**src/rtl/multicycle_control_pkg.sv**
```systemverilog
// Shared encodings for the multi-cycle sequencer: state codes, opcodes,
// datapath mux encodings and the opcode-class decode record.
package multicycle_control_pkg;

  localparam logic [3:0] ST_FETCH    = 4'd0;
  localparam logic [3:0] ST_DECODE   = 4'd1;
  localparam logic [3:0] ST_MEM_ADDR = 4'd2;
  localparam logic [3:0] ST_MEM_RD   = 4'd3;
  localparam logic [3:0] ST_MEM_WB   = 4'd4;
  localparam logic [3:0] ST_MEM_WR   = 4'd5;
  localparam logic [3:0] ST_R_EX     = 4'd6;
  localparam logic [3:0] ST_R_WB     = 4'd7;
  localparam logic [3:0] ST_BRANCH   = 4'd8;
  localparam logic [3:0] ST_JUMP     = 4'd9;
  localparam logic [3:0] ST_I_EX     = 4'd10;
  localparam logic [3:0] ST_I_WB     = 4'd11;
  localparam logic [3:0] ST_HALT     = 4'd12;

  localparam logic [5:0] OP_RTYPE = 6'h00;
  localparam logic [5:0] OP_J     = 6'h02;
  localparam logic [5:0] OP_BEQ   = 6'h04;
  localparam logic [5:0] OP_BNE   = 6'h05;
  localparam logic [5:0] OP_ADDIU = 6'h09;
  localparam logic [5:0] OP_LW    = 6'h23;
  localparam logic [5:0] OP_SW    = 6'h2B;

  localparam logic [1:0] ALU_ADD   = 2'b00;
  localparam logic [1:0] ALU_SUB   = 2'b01;
  localparam logic [1:0] ALU_FUNCT = 2'b10;

  localparam logic [1:0] SRCB_RT      = 2'b00;
  localparam logic [1:0] SRCB_FOUR    = 2'b01;
  localparam logic [1:0] SRCB_IMM     = 2'b10;
  localparam logic [1:0] SRCB_IMM_SH2 = 2'b11;

  localparam logic [1:0] PCS_ALU    = 2'b00;
  localparam logic [1:0] PCS_ALUOUT = 2'b01;
  localparam logic [1:0] PCS_JUMP   = 2'b10;

  typedef enum logic [2:0] {
    CLS_MEM,
    CLS_RTYPE,
    CLS_BRANCH,
    CLS_JUMP,
    CLS_IMM,
    CLS_ILLEGAL
  } op_class_e;

  typedef struct packed {
    op_class_e cls;
    logic      is_load;  // lw vs sw within CLS_MEM
    logic      is_bne;   // bne vs beq within CLS_BRANCH
    logic      illegal;
  } op_dec_t;

endpackage

```
**src/rtl/multicycle_control_opdecode.sv**
```systemverilog
// Combinational opcode -> instruction class decoder. The IR opcode is stable
// from DECODE onward, so later states reuse the same decode result.
module multicycle_control_opdecode
  import multicycle_control_pkg::*;
(
  input  logic [5:0] opcode,
  output op_dec_t    dec
);

  always_comb begin
    dec.cls     = CLS_ILLEGAL;
    dec.is_load = 1'b0;
    dec.is_bne  = 1'b0;
    dec.illegal = 1'b1;
    case (opcode)
      OP_RTYPE: begin dec.cls = CLS_RTYPE;  dec.illegal = 1'b0; end
      OP_J:     begin dec.cls = CLS_JUMP;   dec.illegal = 1'b0; end
      OP_BEQ:   begin dec.cls = CLS_BRANCH; dec.illegal = 1'b0; end
      OP_BNE:   begin dec.cls = CLS_BRANCH; dec.is_bne = 1'b1; dec.illegal = 1'b0; end
      OP_ADDIU: begin dec.cls = CLS_IMM;    dec.illegal = 1'b0; end
      OP_LW:    begin dec.cls = CLS_MEM;    dec.is_load = 1'b1; dec.illegal = 1'b0; end
      OP_SW:    begin dec.cls = CLS_MEM;    dec.illegal = 1'b0; end
      default:  ;
    endcase
  end

endmodule

```
**src/rtl/multicycle_control.sv**
```systemverilog
// Multi-cycle MIPS-subset sequencer: Moore FSM driving the shared datapath,
// with FETCH/MEM_WR/BRANCH strobes gated by mem_ready and zero.
module multicycle_control
  import multicycle_control_pkg::*;
(
  input  logic       clk,
  input  logic       rst,
  input  logic [5:0] opcode,
  input  logic       zero,
  input  logic       mem_ready,
  output logic       mem_read,
  output logic       mem_write,
  output logic       i_or_d,
  output logic       ir_write,
  output logic       pc_write,
  output logic [1:0] pc_source,
  output logic       alu_src_a,
  output logic [1:0] alu_src_b,
  output logic [1:0] alu_op,
  output logic       ext_op,
  output logic       reg_dst,
  output logic       mem_to_reg,
  output logic       reg_write,
  output logic       retire,
  output logic       illegal,
  output logic [3:0] state
);

  logic [3:0] state_q, state_d;
  logic       illegal_q;
  op_dec_t    dec;

  multicycle_control_opdecode u_opdecode (
    .opcode (opcode),
    .dec    (dec)
  );

  always_ff @(posedge clk or posedge rst) begin
    if (rst) begin
      state_q   <= ST_FETCH;
      illegal_q <= 1'b0;
    end else begin
      state_q   <= state_d;
      illegal_q <= illegal_q | ((state_q == ST_DECODE) & dec.illegal);
    end
  end

  always_comb begin
    state_d = state_q;
    case (state_q)
      ST_FETCH:    if (mem_ready) state_d = ST_DECODE;
      ST_DECODE: begin
        case (dec.cls)
          CLS_MEM:    state_d = ST_MEM_ADDR;
          CLS_RTYPE:  state_d = ST_R_EX;
          CLS_BRANCH: state_d = ST_BRANCH;
          CLS_JUMP:   state_d = ST_JUMP;
          CLS_IMM:    state_d = ST_I_EX;
          default:    state_d = ST_HALT;
        endcase
      end
      ST_MEM_ADDR: state_d = dec.is_load ? ST_MEM_RD : ST_MEM_WR;
      ST_MEM_RD:   if (mem_ready) state_d = ST_MEM_WB;
      ST_MEM_WR:   if (mem_ready) state_d = ST_FETCH;
      ST_R_EX:     state_d = ST_R_WB;
      ST_I_EX:     state_d = ST_I_WB;
      ST_MEM_WB, ST_R_WB, ST_I_WB, ST_BRANCH, ST_JUMP: state_d = ST_FETCH;
      ST_HALT:     state_d = ST_HALT;
      // unused encodings fall back to a clean fetch
      default:     state_d = ST_FETCH;
    endcase
  end

  always_comb begin
    mem_read   = 1'b0;
    mem_write  = 1'b0;
    i_or_d     = 1'b0;
    ir_write   = 1'b0;
    pc_write   = 1'b0;
    pc_source  = PCS_ALU;
    alu_src_a  = 1'b0;
    alu_src_b  = SRCB_FOUR;
    alu_op     = ALU_ADD;
    ext_op     = 1'b1;
    reg_dst    = 1'b0;
    mem_to_reg = 1'b0;
    reg_write  = 1'b0;
    retire     = 1'b0;
    case (state_q)
      ST_FETCH: begin
        mem_read  = 1'b1;
        ir_write  = mem_ready;
        pc_write  = mem_ready;
      end
      ST_DECODE: begin
        alu_src_b = SRCB_IMM_SH2;
      end
      ST_MEM_ADDR: begin
        alu_src_a = 1'b1;
        alu_src_b = SRCB_IMM;
      end
      ST_MEM_RD: begin
        mem_read = 1'b1;
        i_or_d   = 1'b1;
      end
      ST_MEM_WB: begin
        reg_write  = 1'b1;
        mem_to_reg = 1'b1;
        retire     = 1'b1;
      end
      ST_MEM_WR: begin
        mem_write = 1'b1;
        i_or_d    = 1'b1;
        retire    = mem_ready;
      end
      ST_R_EX: begin
        alu_src_a = 1'b1;
        alu_src_b = SRCB_RT;
        alu_op    = ALU_FUNCT;
      end
      ST_R_WB: begin
        reg_write = 1'b1;
        reg_dst   = 1'b1;
        retire    = 1'b1;
      end
      ST_I_EX: begin
        alu_src_a = 1'b1;
        alu_src_b = SRCB_IMM;
        ext_op    = 1'b0;
      end
      ST_I_WB: begin
        reg_write = 1'b1;
        retire    = 1'b1;
      end
      ST_BRANCH: begin
        alu_src_a = 1'b1;
        alu_src_b = SRCB_RT;
        alu_op    = ALU_SUB;
        pc_source = PCS_ALUOUT;
        pc_write  = dec.is_bne ? ~zero : zero;
        retire    = 1'b1;
      end
      ST_JUMP: begin
        pc_source = PCS_JUMP;
        pc_write  = 1'b1;
        retire    = 1'b1;
      end
      default: ;
    endcase
  end

  assign illegal = illegal_q;
  assign state   = state_q;

endmodule

```
**config.mk**
```make
export PLATFORM = sky130hd
export DESIGN_NAME = multicycle_control
export DESIGN_NICKNAME = d
export VERILOG_FILES = /design/src/rtl/multicycle_control_pkg.sv /design/src/rtl/multicycle_control_opdecode.sv /design/src/rtl/multicycle_control.sv
export SDC_FILE = /design/constraint.sdc
export NUM_CORES = 1
export LEC_CHECK = 0
export ABC_AREA = 0
export CAP_MARGIN = 20
export CORE_MARGIN = 8
export CORE_UTILIZATION = 39
export CTS_CLUSTER_SIZE = 25
export DETAILED_ROUTE_END_ITERATION = 12
export PLACE_DENSITY = 0.78
export SLEW_MARGIN = 15
export SYNTH_ARGS = -nofsm -noshare
export SYNTH_HDL_FRONTEND = slang
export SYNTH_SLANG_ARGS = --single-unit
export TNS_END_PERCENT = 1
```
**constraint.sdc**
```tcl
create_clock -name clk -period 1.9 [get_ports clk]
set_input_delay 0.285 -clock clk [delete_from_list [all_inputs] [get_ports clk]]
set_output_delay 0.285 -clock clk [all_outputs]
set_load 0.05 [all_outputs]
```
==> results of run 1 <==
## final timing paths
check	start	to	slack [ns]	cells after the start
setup reg to reg	state[2]	state[0]	0.31	4
max in group asynchronous	rst	state[3]	1.39	2
hold / removal	rst	illegal	0.31	2
hold reg to reg	illegal	illegal	0.50	1
min in group clk	opcode[4]	illegal	0.45	4
setup / recovery	opcode[1]	pc_write	-0.06	6
## registers in the layout, indices dropped and copies added, names as in the netlist
signal   flops
state        4
illegal      1
## synthesized netlist by cell type (all sizes together)
cell type  count
a21oi          7
a22o           1
a22oi          1
a311oi         1
a31oi          1
and2           1
and3           2
buf            1
clkbuf         7
dfrtp          5
inv            4
nand2          9
nand2b         5
nand3          3
nand3b         1
nor2          11
nor2b          2
nor3           6
nor3b          3
nor4           2
nor4b          1
o211ai         1
o21a           1
o21ai          4
o21ba          1
o21bai         1
o221a          1
o22a           1
o22ai          1
o311ai         1
o31a           1
o31ai          1
o32a           1
o32ai          1
or2            4
or4            1
xnor2          2
## routing by layer
layer	GRT usage	vias up	share of wire
met5	0	-	0
met4	0.0671	0	0.021
met2	0.274	47	0.51
li1	-	443	-
met1	0.171	421	0.40
met3	0.0333	8	0.068
## area by class of cell
type,instances,area share
Sequential cell,5,0.0966
Multi-Input combinational cell,80,0.421
Inverter,4,0.0111
Tap cell,17,0.0158
Timing Repair Buffer,49,0.436
Clock buffer,4,0.0195
## worst reg2reg max path: stages, from the launching register on
cell and delay, ns:
dfrtp_2 0.53, nor4b_2 0.46, o21ai_1 0.13, o32a_1 0.34
nand2_1 0.07
## power groups by stage
| stage | Clock, mW | Combinational [mW] | Sequential [mW] |
|---|---|---|---|
| 3_3_place_gp | 0 | 1.76 | 0.291 |
| 2_1_floorplan | 0 | 1.07 | 0.275 |
| 4_1_cts | 0.124 | 1.89 | 0.259 |
| 3_5_place_dp | 0 | 1.79 | 0.296 |
| 6_report | 0.122 | 1.88 | 0.264 |
| 5_1_grt | 0.126 | 1.97 | 0.272 |
## cell families (layout without fill, tap and decap cells)
kind of cell / count (synthesis) / after routing / synth area share
simple gates: 51 / 51 / 0.419
xor+xnor: 2 / 2 / 0.0267
compound gates: 27 / 27 / 0.288
flops: 5 / 5 / 0.190
buf+inv: 12 / 57 / 0.0762
## what timing repair did
action,CTS,global route
hold endpoints to repair,0,0
gates cloned,0,0
buffers inserted,8,0
gates resized for setup,20,2
endpoints found under the setup margin,2,2
pin swaps,6,0
## cells in the final DEF, fill, tap and decap left out, types with 2 or more instances in the layout
cell type / n
or2_4: 2
nor3_2: 2
o21ai_1: 3
clkbuf_4: 3
nor2_1: 7
buf_2: 3
clkdlybuf4s50_1: 3
nor3_4: 2
nand2_1: 9
buf_4: 22
or2_1: 2
nand2b_1: 3
nor2_2: 4
dfrtp_2: 4
a21oi_1: 6
nand3_1: 3
xnor2_1: 2
nor4_1: 2
nor3b_1: 3
nor2b_1: 2
inv_1: 3
dlygate4sd2_1: 3
nor3_1: 2
buf_12: 17
==> flow_summary_export.csv, run 1 <==
group,metric,value,unit
setup_path,slowest_delay,0.51,ns
grt,grt_max_degree,19,
cells_and_area,regArea,130,um2
drt,drtAntennaViolNets,0,
clocking,clk_path_buf_depth,2,
sta,setup_viol,1,
setup_path,setup.worst_path.start_class,"input port",
sta,worst_slew_pin_slew,0.494,ns
drt,routedWlPerCell,15.5,um
cells_and_area,nets,153,
sta,grt_setup_unrepaired,"yes",
logic_synthesis,ys_seq_area_frac,0.190,
setup_path,end_kind,"primary output",
logic_synthesis,syn_avg_cell_area,6.77,um2
grt,grt_pass1_wl,4270,um
cells_and_area,postLayoutCoreUtil,0.816,
drt,dr.pass1.iters,5,
pwr,ir_drop,874,uV
cells_and_area,antennaDiodeCount,0,
logic_synthesis,syn_nets,107,
setup_path,required,1.62,ns
setup_path,setup.worst_path.class,"input port to primary output",
logic_synthesis,yosysTopAreaCell,"dfrtp_1",
sta,finalCriticalPeriod,1.96,ns
drt,vias_per_cell,5.78,
logic_synthesis,syn-cell-area,657,um2
die,coreArea,0.00165,mm2
sta,slew_headroom,0.670,
clocking,htreeDepth,1,
die,num_rows,15,
cells_and_area,multi_input_area,567,um2
setup_path,path_cells,"buf_6 -> or2_1 -> or4_4 -> a311oi_1 -> or2_4 -> buf_12",
pwr,p_seq_frac,0.117,
place,port_buffers,31,
grt,grt_overflow_total,0,
sta,fin_ws,-0.0558,ns
setup_path,critPathMaxFanout,2,
die,initial_core_util,0.398,
sta,final_max_slew_viol_count,0,
pwr,pwr-share-clk,0.054,
sta,period_share,1.03,
die,fp.dieW,57.0,um
logic_synthesis,yosysTopAreaCellShare,0.190,
setup_path,path_buf_inv,2,
sta,clock_skew,0.00509,ns
place,dp_slack,-0.406,ns
place,hpwlAfterDp,1830,um
logic_synthesis,syn_inst,97,
pwr,netSwitchingFraction,0.528,
sta,fin_tns_setup,-0.0558,ns
grt,grtUsageTotal,0.155,
sta,max_freq,0.511,GHz
job,drv_cap,0,
setup_path,cp_data_arrival_time,1.67,ns
pwr,power_density,1680,mW/mm2
cells_and_area,final_cell_area,0.00135,mm2
clocking,cts_tree,"yes",
run_status,violations,"setup timing",
clocking,clock_latency,0.24,ns
cells_and_area,drive_above_1_share,0.486,
sta,holdWs,0.309,ns
place,dp_cells,147,
cells_and_area,fillers,93,
clocking,cts_root_buf,"clkbuf_4",
grt,grt_pass1_vias,924,
pwr,power_switching,1.20,mW
pwr,power.leakage,0.540,nW
setup_path,path_delay_family,"simple AND/OR/NAND/NOR gates",
die,ios,32,
sta,hold_viol,0,
pwr,combPwrFrac,0.829,
drt,drt_iter0_markers,45,
drt,drt-total-wl,2470,um
pwr,cell_internal_pwr,1.07,mW
drt,drc,0,
cells_and_area,area_growth,105,%
drt,num_vias,919,
clocking,numClockSinks,5,
logic_synthesis,ys.warnings.count,0,
pwr,power,2.26,mW
logic_synthesis,ys_types,41,
run_status,status,"complete, but fails checks",
clocking,path_clk_slew,0.05,ns
min_path,hold_path_class,"input port to asynchronous set/reset pin",
place,gp_congestion,0.793,
grt,antenna_found_initial,0,
setup_path,cpMaxStageDelayCell,"or4_4",
clocking,cts_hold_buf,0,
place,placed_area,0.00127,mm2
logic_synthesis,ys_ff_latch,5,
die,dieArea,0.00325,mm2
logic_synthesis,synth_area_leaders,"dfrtp_1, nor2_1, a21oi_1",
clocking,cts_made_buffers,3,
die,dieHeight,57.0,um
cells_and_area,fin_cells,159,
Note: power is estimated with default switching activity, not from simulation.
==> run 2, diff against run 1 <==
--- a/config.mk
+++ b/config.mk
@@ -5,7 +5,6 @@
 export SDC_FILE = /design/constraint.sdc
 export NUM_CORES = 1
 export LEC_CHECK = 0
-export ABC_AREA = 0
 export CAP_MARGIN = 20
 export CORE_MARGIN = 8
 export CORE_UTILIZATION = 39
==> results of run 2 <==
Final layout, timing and power as in run 1 (identical DEF).
